--- src/rtl/rf_arb_pkg.sv ---
// Shared types and defaults for the register-file write arbiter.
package rf_arb_pkg;

    localparam int DATA_W = 32;
    localparam int ADDR_W = 5;

    localparam logic [ADDR_W-1:0] ZERO_REG = '0;

    typedef struct packed {
        logic              live;
        logic [ADDR_W-1:0] addr;
        logic [DATA_W-1:0] data;
    } entry_t;

endpackage

--- src/rtl/rf_write_arbiter_if.sv ---
// MDU result handshake bundle (valid/ready) into the writeback arbiter.
interface rf_arb_mdu_if #(
    parameter int ADDR_W = rf_arb_pkg::ADDR_W,
    parameter int DATA_W = rf_arb_pkg::DATA_W
);

    logic              mdu_valid;
    logic              mdu_ready;
    logic [ADDR_W-1:0] mdu_addr;
    logic [DATA_W-1:0] mdu_data;

    modport master (
        output mdu_valid,
        output mdu_addr,
        output mdu_data,
        input  mdu_ready
    );

    modport slave (
        input  mdu_valid,
        input  mdu_addr,
        input  mdu_data,
        output mdu_ready
    );

endinterface

--- src/rtl/rf_arb_fifo.sv ---
// In-order buffer of deferred MDU results with per-entry kill by address.
module rf_arb_fifo #(
    parameter int DEPTH  = 2,
    parameter int ADDR_W = rf_arb_pkg::ADDR_W,
    parameter int DATA_W = rf_arb_pkg::DATA_W,
    localparam int PW    = $clog2(DEPTH),
    localparam int CW    = PW + 1
) (
    input  logic              clk,
    input  logic              reset,
    input  logic              push,
    input  logic              push_live,
    input  logic [ADDR_W-1:0] push_addr,
    input  logic [DATA_W-1:0] push_data,
    input  logic              pop,
    input  logic              kill_en,
    input  logic [ADDR_W-1:0] kill_addr,
    output logic              head_live,
    output logic [ADDR_W-1:0] head_addr,
    output logic [DATA_W-1:0] head_data,
    output logic [CW-1:0]     count,
    output logic [DEPTH-1:0]  ent_occ,
    output logic [DEPTH-1:0]  ent_live,
    output logic [ADDR_W-1:0] ent_addr [DEPTH]
);

    logic [PW-1:0]     rd_ptr;
    logic [PW-1:0]     wr_ptr;
    logic [ADDR_W-1:0] addr_q [DEPTH];
    logic [DATA_W-1:0] data_q [DEPTH];

    always_ff @(posedge clk or negedge reset) begin
        if (!reset) begin
            rd_ptr   <= '0;
            wr_ptr   <= '0;
            count    <= '0;
            ent_occ  <= '0;
            ent_live <= '0;
        end else begin
            for (int i = 0; i < DEPTH; i++) begin
                if (kill_en && ent_occ[i] && addr_q[i] == kill_addr)
                    ent_live[i] <= 1'b0;
            end
            if (pop) begin
                ent_occ[rd_ptr]  <= 1'b0;
                ent_live[rd_ptr] <= 1'b0;
                rd_ptr           <= rd_ptr + 1'b1;
            end
            // A push into the slot being popped (full, no WB) must win.
            if (push) begin
                ent_occ[wr_ptr]  <= 1'b1;
                ent_live[wr_ptr] <= push_live;
                wr_ptr           <= wr_ptr + 1'b1;
            end
            count <= count + CW'(push) - CW'(pop);
        end
    end

    always_ff @(posedge clk) begin
        if (push) begin
            addr_q[wr_ptr] <= push_addr;
            data_q[wr_ptr] <= push_data;
        end
    end

    always_comb begin
        for (int i = 0; i < DEPTH; i++)
            ent_addr[i] = addr_q[i];
    end

    assign head_live = ent_occ[rd_ptr] & ent_live[rd_ptr];
    assign head_addr = addr_q[rd_ptr];
    assign head_data = data_q[rd_ptr];

endmodule

--- src/rtl/rf_write_arbiter.sv ---
// Register-file write port arbiter: WB stage first, buffered MDU results next.
// Optional RF_ARB_STATS_EN adds saturating stall/squash counters.
module rf_write_arbiter #(
    parameter int DEPTH  = 2,
    parameter int DATA_W = rf_arb_pkg::DATA_W,
    parameter int ADDR_W = rf_arb_pkg::ADDR_W,
    localparam int CW    = $clog2(DEPTH) + 1
) (
    input  logic              clk,
    input  logic              reset,
    input  logic              wb_valid,
    input  logic [ADDR_W-1:0] wb_addr,
    input  logic [DATA_W-1:0] wb_data,
    rf_arb_mdu_if.slave       mdu,
    output logic              RegWrite,
    output logic [ADDR_W-1:0] Write_register,
    output logic [DATA_W-1:0] Write_data,
    input  logic [ADDR_W-1:0] rd_addr1,
    input  logic [ADDR_W-1:0] rd_addr2,
    output logic              pend_hit1,
    output logic              pend_hit2,
`ifdef RF_ARB_STATS_EN
    output logic [15:0]       stall_cnt,
    output logic [15:0]       squash_cnt,
`endif
    output logic [CW-1:0]     buf_count
);

    import rf_arb_pkg::*;

    localparam logic [ADDR_W-1:0] ZR = ADDR_W'(ZERO_REG);

    logic              rdy;
    logic              xfer;
    logic              pop;
    logic              fast;
    logic              push;
    logic              push_live;
    logic              wb_kill;
    logic              we;
    logic [ADDR_W-1:0] wr;
    logic [DATA_W-1:0] wd;
    logic              hit1;
    logic              hit2;

    logic              head_live;
    logic [ADDR_W-1:0] head_addr;
    logic [DATA_W-1:0] head_data;
    logic [CW-1:0]     count;
    logic [DEPTH-1:0]  ent_occ;
    logic [DEPTH-1:0]  ent_live;
    logic [ADDR_W-1:0] ent_addr [DEPTH];

    rf_arb_fifo #(
        .DEPTH (DEPTH),
        .ADDR_W(ADDR_W),
        .DATA_W(DATA_W)
    ) u_fifo (
        .clk      (clk),
        .reset    (reset),
        .push     (push),
        .push_live(push_live),
        .push_addr(mdu.mdu_addr),
        .push_data(mdu.mdu_data),
        .pop      (pop),
        .kill_en  (wb_kill),
        .kill_addr(wb_addr),
        .head_live(head_live),
        .head_addr(head_addr),
        .head_data(head_data),
        .count    (count),
        .ent_occ  (ent_occ),
        .ent_live (ent_live),
        .ent_addr (ent_addr)
    );

    always_comb begin
        rdy       = (count != CW'(DEPTH)) || !wb_valid;
        xfer      = mdu.mdu_valid && rdy;
        pop       = !wb_valid && count != '0;
        fast      = !wb_valid && count == '0 && mdu.mdu_valid;
        wb_kill   = wb_valid && wb_addr != ZR;
        push      = xfer && !fast && mdu.mdu_addr != ZR;
        // WB is always younger, so an equal-address MDU result is stale.
        push_live = !(wb_kill && wb_addr == mdu.mdu_addr);
        we        = 1'b0;
        wr        = '0;
        wd        = '0;
        unique case (1'b1)
            wb_valid: begin
                we = wb_kill;
                if (we) begin
                    wr = wb_addr;
                    wd = wb_data;
                end
            end
            pop: begin
                we = head_live && head_addr != ZR;
                if (we) begin
                    wr = head_addr;
                    wd = head_data;
                end
            end
            fast: begin
                we = mdu.mdu_addr != ZR;
                if (we) begin
                    wr = mdu.mdu_addr;
                    wd = mdu.mdu_data;
                end
            end
            default: ;
        endcase
    end

    always_comb begin
        hit1 = 1'b0;
        hit2 = 1'b0;
        for (int i = 0; i < DEPTH; i++) begin
            if (ent_occ[i] && ent_live[i] && ent_addr[i] == rd_addr1)
                hit1 = 1'b1;
            if (ent_occ[i] && ent_live[i] && ent_addr[i] == rd_addr2)
                hit2 = 1'b1;
        end
        hit1 = hit1 && rd_addr1 != ZR;
        hit2 = hit2 && rd_addr2 != ZR;
    end

    // Outputs are forced to their reset values while reset is held.
    assign mdu.mdu_ready  = !reset || rdy;
    assign RegWrite       = reset && we;
    assign Write_register = reset ? wr : '0;
    assign Write_data     = reset ? wd : '0;
    assign pend_hit1      = reset && hit1;
    assign pend_hit2      = reset && hit2;
    assign buf_count      = count;

`ifdef RF_ARB_STATS_EN
    logic kill_any;

    always_comb begin
        kill_any = wb_kill && xfer && wb_addr == mdu.mdu_addr;
        for (int i = 0; i < DEPTH; i++) begin
            if (wb_kill && ent_occ[i] && ent_live[i] && ent_addr[i] == wb_addr)
                kill_any = 1'b1;
        end
    end

    always_ff @(posedge clk or negedge reset) begin
        if (!reset) begin
            stall_cnt  <= '0;
            squash_cnt <= '0;
        end else begin
            if (mdu.mdu_valid && !rdy && stall_cnt != 16'hFFFF)
                stall_cnt <= stall_cnt + 16'd1;
            if (kill_any && squash_cnt != 16'hFFFF)
                squash_cnt <= squash_cnt + 16'd1;
        end
    end
`endif

endmodule

--- src/flat_wrapper.sv ---
// flat-port wrapper written by rule: the top's interface ports become plain ports
module rf_write_arbiter_flat import rf_arb_pkg::*;
#(
    parameter int DEPTH  = 2,
    parameter int DATA_W = rf_arb_pkg::DATA_W,
    parameter int ADDR_W = rf_arb_pkg::ADDR_W,
    localparam int CW    = $clog2(DEPTH) + 1
)
  (clk, reset, wb_valid, wb_addr, wb_data, RegWrite, Write_register, Write_data, rd_addr1, rd_addr2, pend_hit1, pend_hit2, buf_count, mdu_mdu_valid, mdu_mdu_addr, mdu_mdu_data, mdu_mdu_ready);
  rf_arb_mdu_if #(.ADDR_W(ADDR_W), .DATA_W(DATA_W)) mdu_i ();
  input  logic clk;
  input  logic reset;
  input  logic wb_valid;
  input  logic [ADDR_W-1:0] wb_addr;
  input  logic [DATA_W-1:0] wb_data;
  output logic RegWrite;
  output logic [ADDR_W-1:0] Write_register;
  output logic [DATA_W-1:0] Write_data;
  input  logic [ADDR_W-1:0] rd_addr1;
  input  logic [ADDR_W-1:0] rd_addr2;
  output logic pend_hit1;
  output logic pend_hit2;
  output logic [CW-1:0] buf_count;
  input wire logic [$bits(mdu_i.mdu_valid)-1:0] mdu_mdu_valid;
  input wire logic [$bits(mdu_i.mdu_addr)-1:0] mdu_mdu_addr;
  input wire logic [$bits(mdu_i.mdu_data)-1:0] mdu_mdu_data;
  output wire logic [$bits(mdu_i.mdu_ready)-1:0] mdu_mdu_ready;
  assign mdu_i.mdu_valid = mdu_mdu_valid;
  assign mdu_i.mdu_addr = mdu_mdu_addr;
  assign mdu_i.mdu_data = mdu_mdu_data;
  assign mdu_mdu_ready = mdu_i.mdu_ready;
  rf_write_arbiter #(.DEPTH(DEPTH), .DATA_W(DATA_W), .ADDR_W(ADDR_W)) u_core (.clk(clk), .reset(reset), .wb_valid(wb_valid), .wb_addr(wb_addr), .wb_data(wb_data), .mdu(mdu_i), .RegWrite(RegWrite), .Write_register(Write_register), .Write_data(Write_data), .rd_addr1(rd_addr1), .rd_addr2(rd_addr2), .pend_hit1(pend_hit1), .pend_hit2(pend_hit2), .buf_count(buf_count));
endmodule
--- config.mk ---
export PLATFORM = sky130hd
export DESIGN_NAME = rf_write_arbiter_flat
export DESIGN_NICKNAME = d
export VERILOG_FILES = /design/src/rtl/rf_arb_pkg.sv /design/src/rtl/rf_write_arbiter_if.sv /design/src/rtl/rf_arb_fifo.sv /design/src/rtl/rf_write_arbiter.sv /design/src/flat_wrapper.sv
export SDC_FILE = /design/constraint.sdc
export NUM_CORES = 1
export LEC_CHECK = 0
export ABC_AREA = 1
export BUFFER_PORTS_ARGS = -buffer_cell sky130_fd_sc_hd__buf_2
export CAP_MARGIN = 10
export CORE_MARGIN = 2
export CORE_UTILIZATION = 45
export CTS_CLUSTER_DIAMETER = 120
export DETAILED_ROUTE_END_ITERATION = 10
export PLACE_DENSITY = 0.77
export SYNTH_ARGS = -nofsm -noshare
export SYNTH_HDL_FRONTEND = slang
export SYNTH_SLANG_ARGS = --single-unit
--- constraint.sdc ---
create_clock -name clk -period 2.72 [get_ports clk]
set_clock_uncertainty 0.05 [all_clocks]
set_input_delay 0.272 -clock clk [delete_from_list [all_inputs] [get_ports clk]]
set_output_delay 0.272 -clock clk [all_outputs]
set_load 0.005 [all_outputs]
After elaboration in Yosys (flattened, before gate mapping)

Memories as Yosys holds them, arrays and structs flattened.
Cells that the tools add are included.

Bitwise gates (word level): 5
Mux-type cells: 32
Reductions and logical operators: 39
Eq/ne operators: 8
Add/sub/neg operators: 4
$lt $le $gt $ge: 4

Operators with widths:

| cell                                               | number |
|---|---|
| two-way mux 32 bit                                 | 4 |
| case mux 32 bit (3 select lines)                   | 1 |
| == test 5 bit                                      | 7 |
| logical AND 1 bit                                  | 26 |
| nonzero test 5 bit                                 | 5 |
| two-way mux 5 bit                                  | 4 |
| case mux 5 bit (3 select lines)                    | 1 |
| two-way mux 1 bit                                  | 14 |
| two-way mux 2 bit                                  | 4 |
| bitwise AND 2 bit                                  | 2 |
| zero test 1 bit                                    | 4 |
| < comparator 1 x 2 -> 1 bit, second input constant | 2 |
| case mux 1 bit (3 select lines)                    | 1 |
| adder 1 bit, second input constant                 | 2 |
| adder 2 x 1 -> 2 bit                               | 1 |
| bitwise mux 2 bit                                  | 1 |
| demux 1 bit (select 1 bit)                         | 2 |
| >= comparator 1 bit, second input constant         | 2 |
| zero test 2 bit                                    | 1 |
| logical OR 1 bit                                   | 2 |
| inequality test 2 bit, second input constant       | 1 |
| inverter 2 bit                                     | 1 |
| bitwise OR 2 bit                                   | 1 |
| nonzero test 2 bit                                 | 1 |
| other kinds (2)                                    | 2 |

Logic and storage cells: 99
Flip-flop bits (word level): 8
Output and inout bits: 43
Input bits: 88
Memory bits (writable): 74
Memories: 2

Memories:

| name                 | words | width | read ports | clocked after memory_dff | write ports | line              | RTL |
|---|---|---|---|---|---|---|---|
| u_core.u_fifo.data_q | 2     | 32    | 1          | 0                        | 1           | rf_arb_fifo.sv:30 | `logic [DATA_W-1:0] data_q [DEPTH];` |
| u_core.u_fifo.addr_q | 2     | 5     | 3          | 0                        | 1           | rf_arb_fifo.sv:29 | `logic [ADDR_W-1:0] addr_q [DEPTH];` |

Longest topological paths before layout

Word-level depth: 9
Depth in mapped cells: 10
Gate-level depth less buffers: 9

By module

A second synthesis with hierarchy kept.

Cell total of the unflattened synthesis: 667
Area total of the unflattened synthesis: 5208.7 um^2

Modules (own cells, without submodules):

| module           | area an instance (um^2) | cells each | seq. area each (um^2) | instances |
|---|---|---|---|---|
| rf_arb_fifo      | 3308.2                  | 285        | 2422.3                | 1 |
| rf_write_arbiter | 1900.6                  | 382        | 0.0                   | 1 |

Worst setup path before layout

Ideal clock, no wire load.

Kind: register -> register
Start: reg u_core.u_fifo.count[1]
End: mem u_core.u_fifo.addr_q[0][0] (enable)
Path buffers: 0
Stages on the path, launching flop included: 6
Required time: 2278 ps
Slack: 621 ps
Library setup time: 392 ps
Period minus slack after synthesis: 2099 ps
Arrival: 1657 ps
Cell sequence: dfrtp_1 -> nand2_1 -> nor2_1 -> nor2_1 -> nand4_1 -> inv_1

Longest elaborated chain between the ends: 8
Elaborated cells between the ends (all ways): 11
Those cells by class: eq/ne (1); mux (2); reduce/logical (8)

RTL lines:

| element                                     | line                   | RTL |
|---|---|---|
| start, declared                             | rf_arb_fifo.sv:21      | `output logic [CW-1:0] count,` |
| start signal, assigned                      | rf_arb_fifo.sv:55      | `count <= count + CW'(push) - CW'(pop);` |
| zero test 2 bit                             | rf_write_arbiter.sv:81 | `fast = !wb_valid && count == '0 && mdu.mdu_valid;` |
| logical AND 1 bit (2 in series)             | rf_write_arbiter.sv:81 |  |
| zero test 1 bit                             | rf_write_arbiter.sv:83 | `push = xfer && !fast && mdu.mdu_addr != ZR;` |
| logical AND 1 bit (*) (2 in series)         | rf_write_arbiter.sv:83 |  |
| two-way mux 1 bit (*)                       | rf_arb_fifo.sv:60      | `if (push) begin` |
| two-way mux 1 bit (implied by the code) (*) | rf_arb_fifo.sv:61      | `addr_q[wr_ptr] <= push_addr;` |
| end, declared                               | rf_arb_fifo.sv:29      |  |

Every way passes the cells marked *; elsewhere a longest branch is shown, timed or not.

Worst setup path in the final report

Start: reg u_core.u_fifo.rd_ptr
End: out Write_data[6]

Longest elaborated chain between the ends: 7
Elaborated cells between the ends (all ways): 12
Those cells by class: mux (7); bitwise (1); reduce/logical (2); memory (2)

RTL lines:

| element                                                                         | line                    | RTL |
|---|---|---|
| start, declared                                                                 | rf_arb_fifo.sv:27       | `logic [PW-1:0] rd_ptr;` |
| start signal, assigned                                                          | rf_arb_fifo.sv:47       | `rd_ptr <= rd_ptr + 1'b1;` |
| parallel branches: the longest is 4 deep, another holds memory read (2 x 5 bit) | -                       |  |
| two-way mux 32 bit (*)                                                          | rf_write_arbiter.sv:99  | `if (we) begin` |
| case mux 32 bit (3 select lines) (*)                                            | rf_write_arbiter.sv:89  | `unique case (1'b1)` |
| two-way mux 32 bit (*)                                                          | rf_write_arbiter.sv:132 | `assign Write_data = reset ? wd : '0;` |
| end, declared                                                                   | flat_wrapper.sv:18      | `output logic [DATA_W-1:0] Write_data;` |

Mark *: on every way between the ends. The select of a mux whose other input is x is not followed.

==> summary.md <==
| Metric | Value |
|---|---|
| Simple-gate share of the synthesized area | 30.9% |
| Register-to-register setup slack | 0.85 ns |
| Reg-to-Reg Start | u_core.u_fifo.count[1] |
| Number of instances on the worst hold path | 1 |
| Unrepaired setup endpoints after global routing | false |
| Crit Path Category | flip-flop to output port |
| Adder-cell share of the synthesized area | 0.504% |
| Number of DRC violations after detailed-routing iteration 0 | 343 |
| Data required time at the worst endpoint | 2.40 ns |
| Nets | 840 |
| Synth Area in XOR/XNOR | 1.23% |
| Number of design rule violations left after detail routing | 0 |
| Type of element launching the critical path | flip-flop |
| Flip-flop and latch count after synthesis | 82 |
| Gp weighted congestion | 0.982 |
| Multiplexer share of the synthesized area | 0% |
| Final Setup Violations | 0 |
| Number of distinct library cells after synthesis | 31 |
| Number of global-route vias before repair | 4292 |
| Setup WS post-layout | 0.231 ns |
| Detailed-routing iteration count for the pre-antenna-repair pass | 5 |
| Clk pwr share | 17.3% |
| Antenna violations before repair | 0 |
| Number of antenna-violating nets in the routed design | 0 |
| Site row count | 38 |
| Die Area | 11900 um2 |
| Post-Syn Area per Cell | 8.04 um2 |
| Sequential area share after synthesis | 48.7% |
| Share of cells above drive strength 1 | 26.9% |
| Number of buffers inserted during clock tree synthesis | 9 |
| Die width | 109 um |
| CTS tree | done |
| Depth of the worst register-to-register path | 6 |
| Net Sw Frac | 40.7% |
| Routed Wire Length | 13500 um |
| Comb power frac | 41.1% |
| Max Freq | 402 MHz |
| Sum of internal, switching and leakage power | 4.52 mW |
| Post-place setup slack | 0.439 ns |
| Crit path time final | 2.49 ns |
| Vertical die dimension | 109 um |
| Initial standard-cell utilization of the core | 46.0% |
| Area fraction in compound gates after synthesis | 8.99% |
| Kind of path behind the tightest hold check | input pin to flip-flop |
| Final setup TNS | 0 ns |
| Via count of the routed design | 4647 |
| Number of synthesis warnings | 0 |
| Via-to-Cell Ratio | 5.19 |
| Max Transition Viols Final | 0 |
| Clock input transition at the sequential cells of the worst setup and hold paths | 0.08 ns |
| PwrDens | 762 nW/um2 |
| Overflow left after global routing | 0 |
| Antenna Cells | 0 |
| Largest family of logic cells by synthesized area | simple AND/OR/NAND/NOR gates |
| Core footprint | 10800 um2 |
| Pint | 2.68 mW |
| Net count of the mapped netlist | 708 |
| Gate count of the mapped netlist | 618 |
| Status | finished, final reports clean |
| Number of filler instances in the final layout | 977 |
| Slew @ Worst Pin | 0.626 ns |
| Clock latency on the worst-skew pair | 0.36 ns |
| Average wire per cell in the routed design | 15.1 um |
| Ports | 131 |
| Maximum fanout along the worst path | 24 |
| Post-Synthesis Cell Area | 4970 um2 |
| CTS sink cnt | 82 |
| Postcts setup bufs | 0 |
| Relative slew slack | 58.2% |
| Largest vdd supply drop | 0.443 mV |
| Pin count of the biggest net entering global routing | 34 |
| Psw | 1.84 mW |
| Post-layout utilization of the core | 55.0% |
| Leak pwr | 2.82 nW |
| Proportion of power drawn by flip-flops and latches | 41.6% |
| Worst Setup End Kind | output port |
| Wire length of the first global-routing pass | 20800 um |
| Area added between synthesis and finish | 19.4% |
| Post-DP HPWL | 9920 um |
| Share of the cycle needed by the critical path after routing | 91.5% |
| Register area | 2420 um2 |
| Worst reg2reg endpoint | u_core.u_fifo.data_q[0][0] |
| Beginning of the worst hold path | mdu_mdu_data[4] |
| Number of max-cap violations | 0 |
| Number of hold violations in the final report | 0 |
| Deepest level of the CTS H-tree | 3 |
| Master cell of the clock root buffer | sky130_fd_sc_hd__clkbuf_8 |
| Area of the multi-input gates | 2080 um2 |
| Worst endpoint data arrival time | 2.17 ns |
| End point of the most critical hold path | u_core.u_fifo.data_q[1][4] |
| Area of all placed cells without fillers | 5930 um2 |
| Standard cell area after detailed placement | 5740 um2 |
| Total GRT Usage | 22.9% |
| Clk buf depth | 2 |
| Port Buf Inserts | 130 |
[power by group through the flow]
stage / Sequential (mW) / Clock, mW / Combinational (mW)
3_3_place_gp: 1.89 / 0 / 1.80
4_1_cts: 1.88 / 0.795 / 1.85
2_1_floorplan: 1.85 / 0 / 1.32
6_report: 1.88 / 0.784 / 1.86
3_5_place_dp: 1.90 / 0 / 1.84
5_1_grt: 1.91 / 0.840 / 2.07
[per-layer routing]
| metal | global-route usage, % | part of all wire (%) | up-vias |
|---|---|---|---|
| met5 | 0 | 0 | - |
| met4 | 10.7 | 2.4 | 0 |
| met3 | 3.77 | 7.6 | 24 |
| met2 | 37.0 | 46 | 201 |
| met1 | 30.3 | 44 | 2144 |
| li1 | - | - | 2278 |
[cells in the final DEF (no fill, tap or decap), types with 14 or more instances in the layout]
| master | count |
|---|---|
| sky130_fd_sc_hd__a21oi_2 | 14 |
| sky130_fd_sc_hd__buf_4 | 19 |
| sky130_fd_sc_hd__edfxtp_1 | 74 |
| sky130_fd_sc_hd__inv_1 | 70 |
| sky130_fd_sc_hd__a21oi_1 | 27 |
| sky130_fd_sc_hd__nor2_1 | 30 |
| sky130_fd_sc_hd__nand3_1 | 58 |
| sky130_fd_sc_hd__buf_2 | 130 |
| sky130_fd_sc_hd__nand3_2 | 15 |
| sky130_fd_sc_hd__nand2_1 | 236 |
[state kept, by name (all words and copies together) (netlist names)]
signal / count
u_core.u_fifo.addr_q: 10
u_core.u_fifo.ent_live: 2
u_core.u_fifo.data_q: 64
u_core.u_fifo.rd_ptr: 1
u_core.u_fifo.wr_ptr: 1
u_core.u_fifo.ent_occ: 2
u_core.u_fifo.count: 2
[Yosys cell counts, drive strengths merged]
library cell | count | area [um2]
xor2 | 3 | 26.3
a21oi | 42 | 267
nor3 | 5 | 25.0
edfxtp | 74 | 2220
nand4 | 4 | 25.0
o31ai | 1 | 7.51
a21boi | 2 | 15.0
nand2 | 237 | 892
nor2 | 33 | 141
inv | 72 | 270
ha | 2 | 25.0
dfrtp | 8 | 200
nand3 | 74 | 450
clkbuf | 7 | 26.3
a31oi | 4 | 25.0
o22ai | 11 | 68.8
buf | 23 | 184
xnor2 | 4 | 35.0
o21ai | 12 | 63.8
[critical path, cell delays in order, from the launching register on]
cell and delay (ns):
sky130_fd_sc_hd__dfrtp_2 0.49, sky130_fd_sc_hd__buf_6 0.25, sky130_fd_sc_hd__inv_2 0.05, sky130_fd_sc_hd__nand2_1 0.06, sky130_fd_sc_hd__nand2_1 0.08, sky130_fd_sc_hd__a21oi_4 0.12, sky130_fd_sc_hd__buf_4 0.31, sky130_fd_sc_hd__nand3_1 0.15
sky130_fd_sc_hd__a21oi_1 0.14, sky130_fd_sc_hd__buf_2 0.12
[per-stage QoR]
step	hold WS (ns)	cells
3_5_place_dp	0.124	878
4_1_cts	0.0483	895
5_1_grt	0.0473	895
2_1_floorplan	-0.0736	618
6_report	0.0604	895
3_3_place_gp	0.116	878
[worst max path at each step]
stage                                 from                    endpoint  cells past startpoint  slack (ns)
floorplan           u_core.u_fifo.count[1]  u_core.u_fifo.addr_q[0][0]                      5        0.62
global placement      u_core.u_fifo.rd_ptr           Write_register[2]                      9        0.50
detailed placement    u_core.u_fifo.rd_ptr               Write_data[6]                      9        0.44
CTS                   u_core.u_fifo.rd_ptr               Write_data[6]                      9        0.02
global route          u_core.u_fifo.rd_ptr               Write_data[6]                      9        0.07
finish                u_core.u_fifo.rd_ptr               Write_data[6]                      9        0.23
[repair_timing]
action | CTS | global route
hold endpoints to repair | 8 | 0
resized for setup | 0 | 3
hold buffers | 1 | 0
setup endpoints to repair | 0 | 38
[area by class of cell]
class	instances	share of cell area (%)
clock buffer	9	2.09
clock inverter	7	0.759
inverter	72	4.55
multi-input combinational	434	35.1
sequential	82	40.8
tap	140	2.95
timing repair buffer	151	13.7
[cell families (layout without fill, tap and decap cells)]
logic type / Yosys count / count (layout)
DFF: 82 / 82
and+or+nand+nor: 353 / 353
buffers and inverters: 102 / 239
AOI/OAI and AO/OA: 72 / 72
adders and majority gates: 2 / 2
xor gates and xnor gates: 7 / 7
Power figures use the tool's default switching activity.
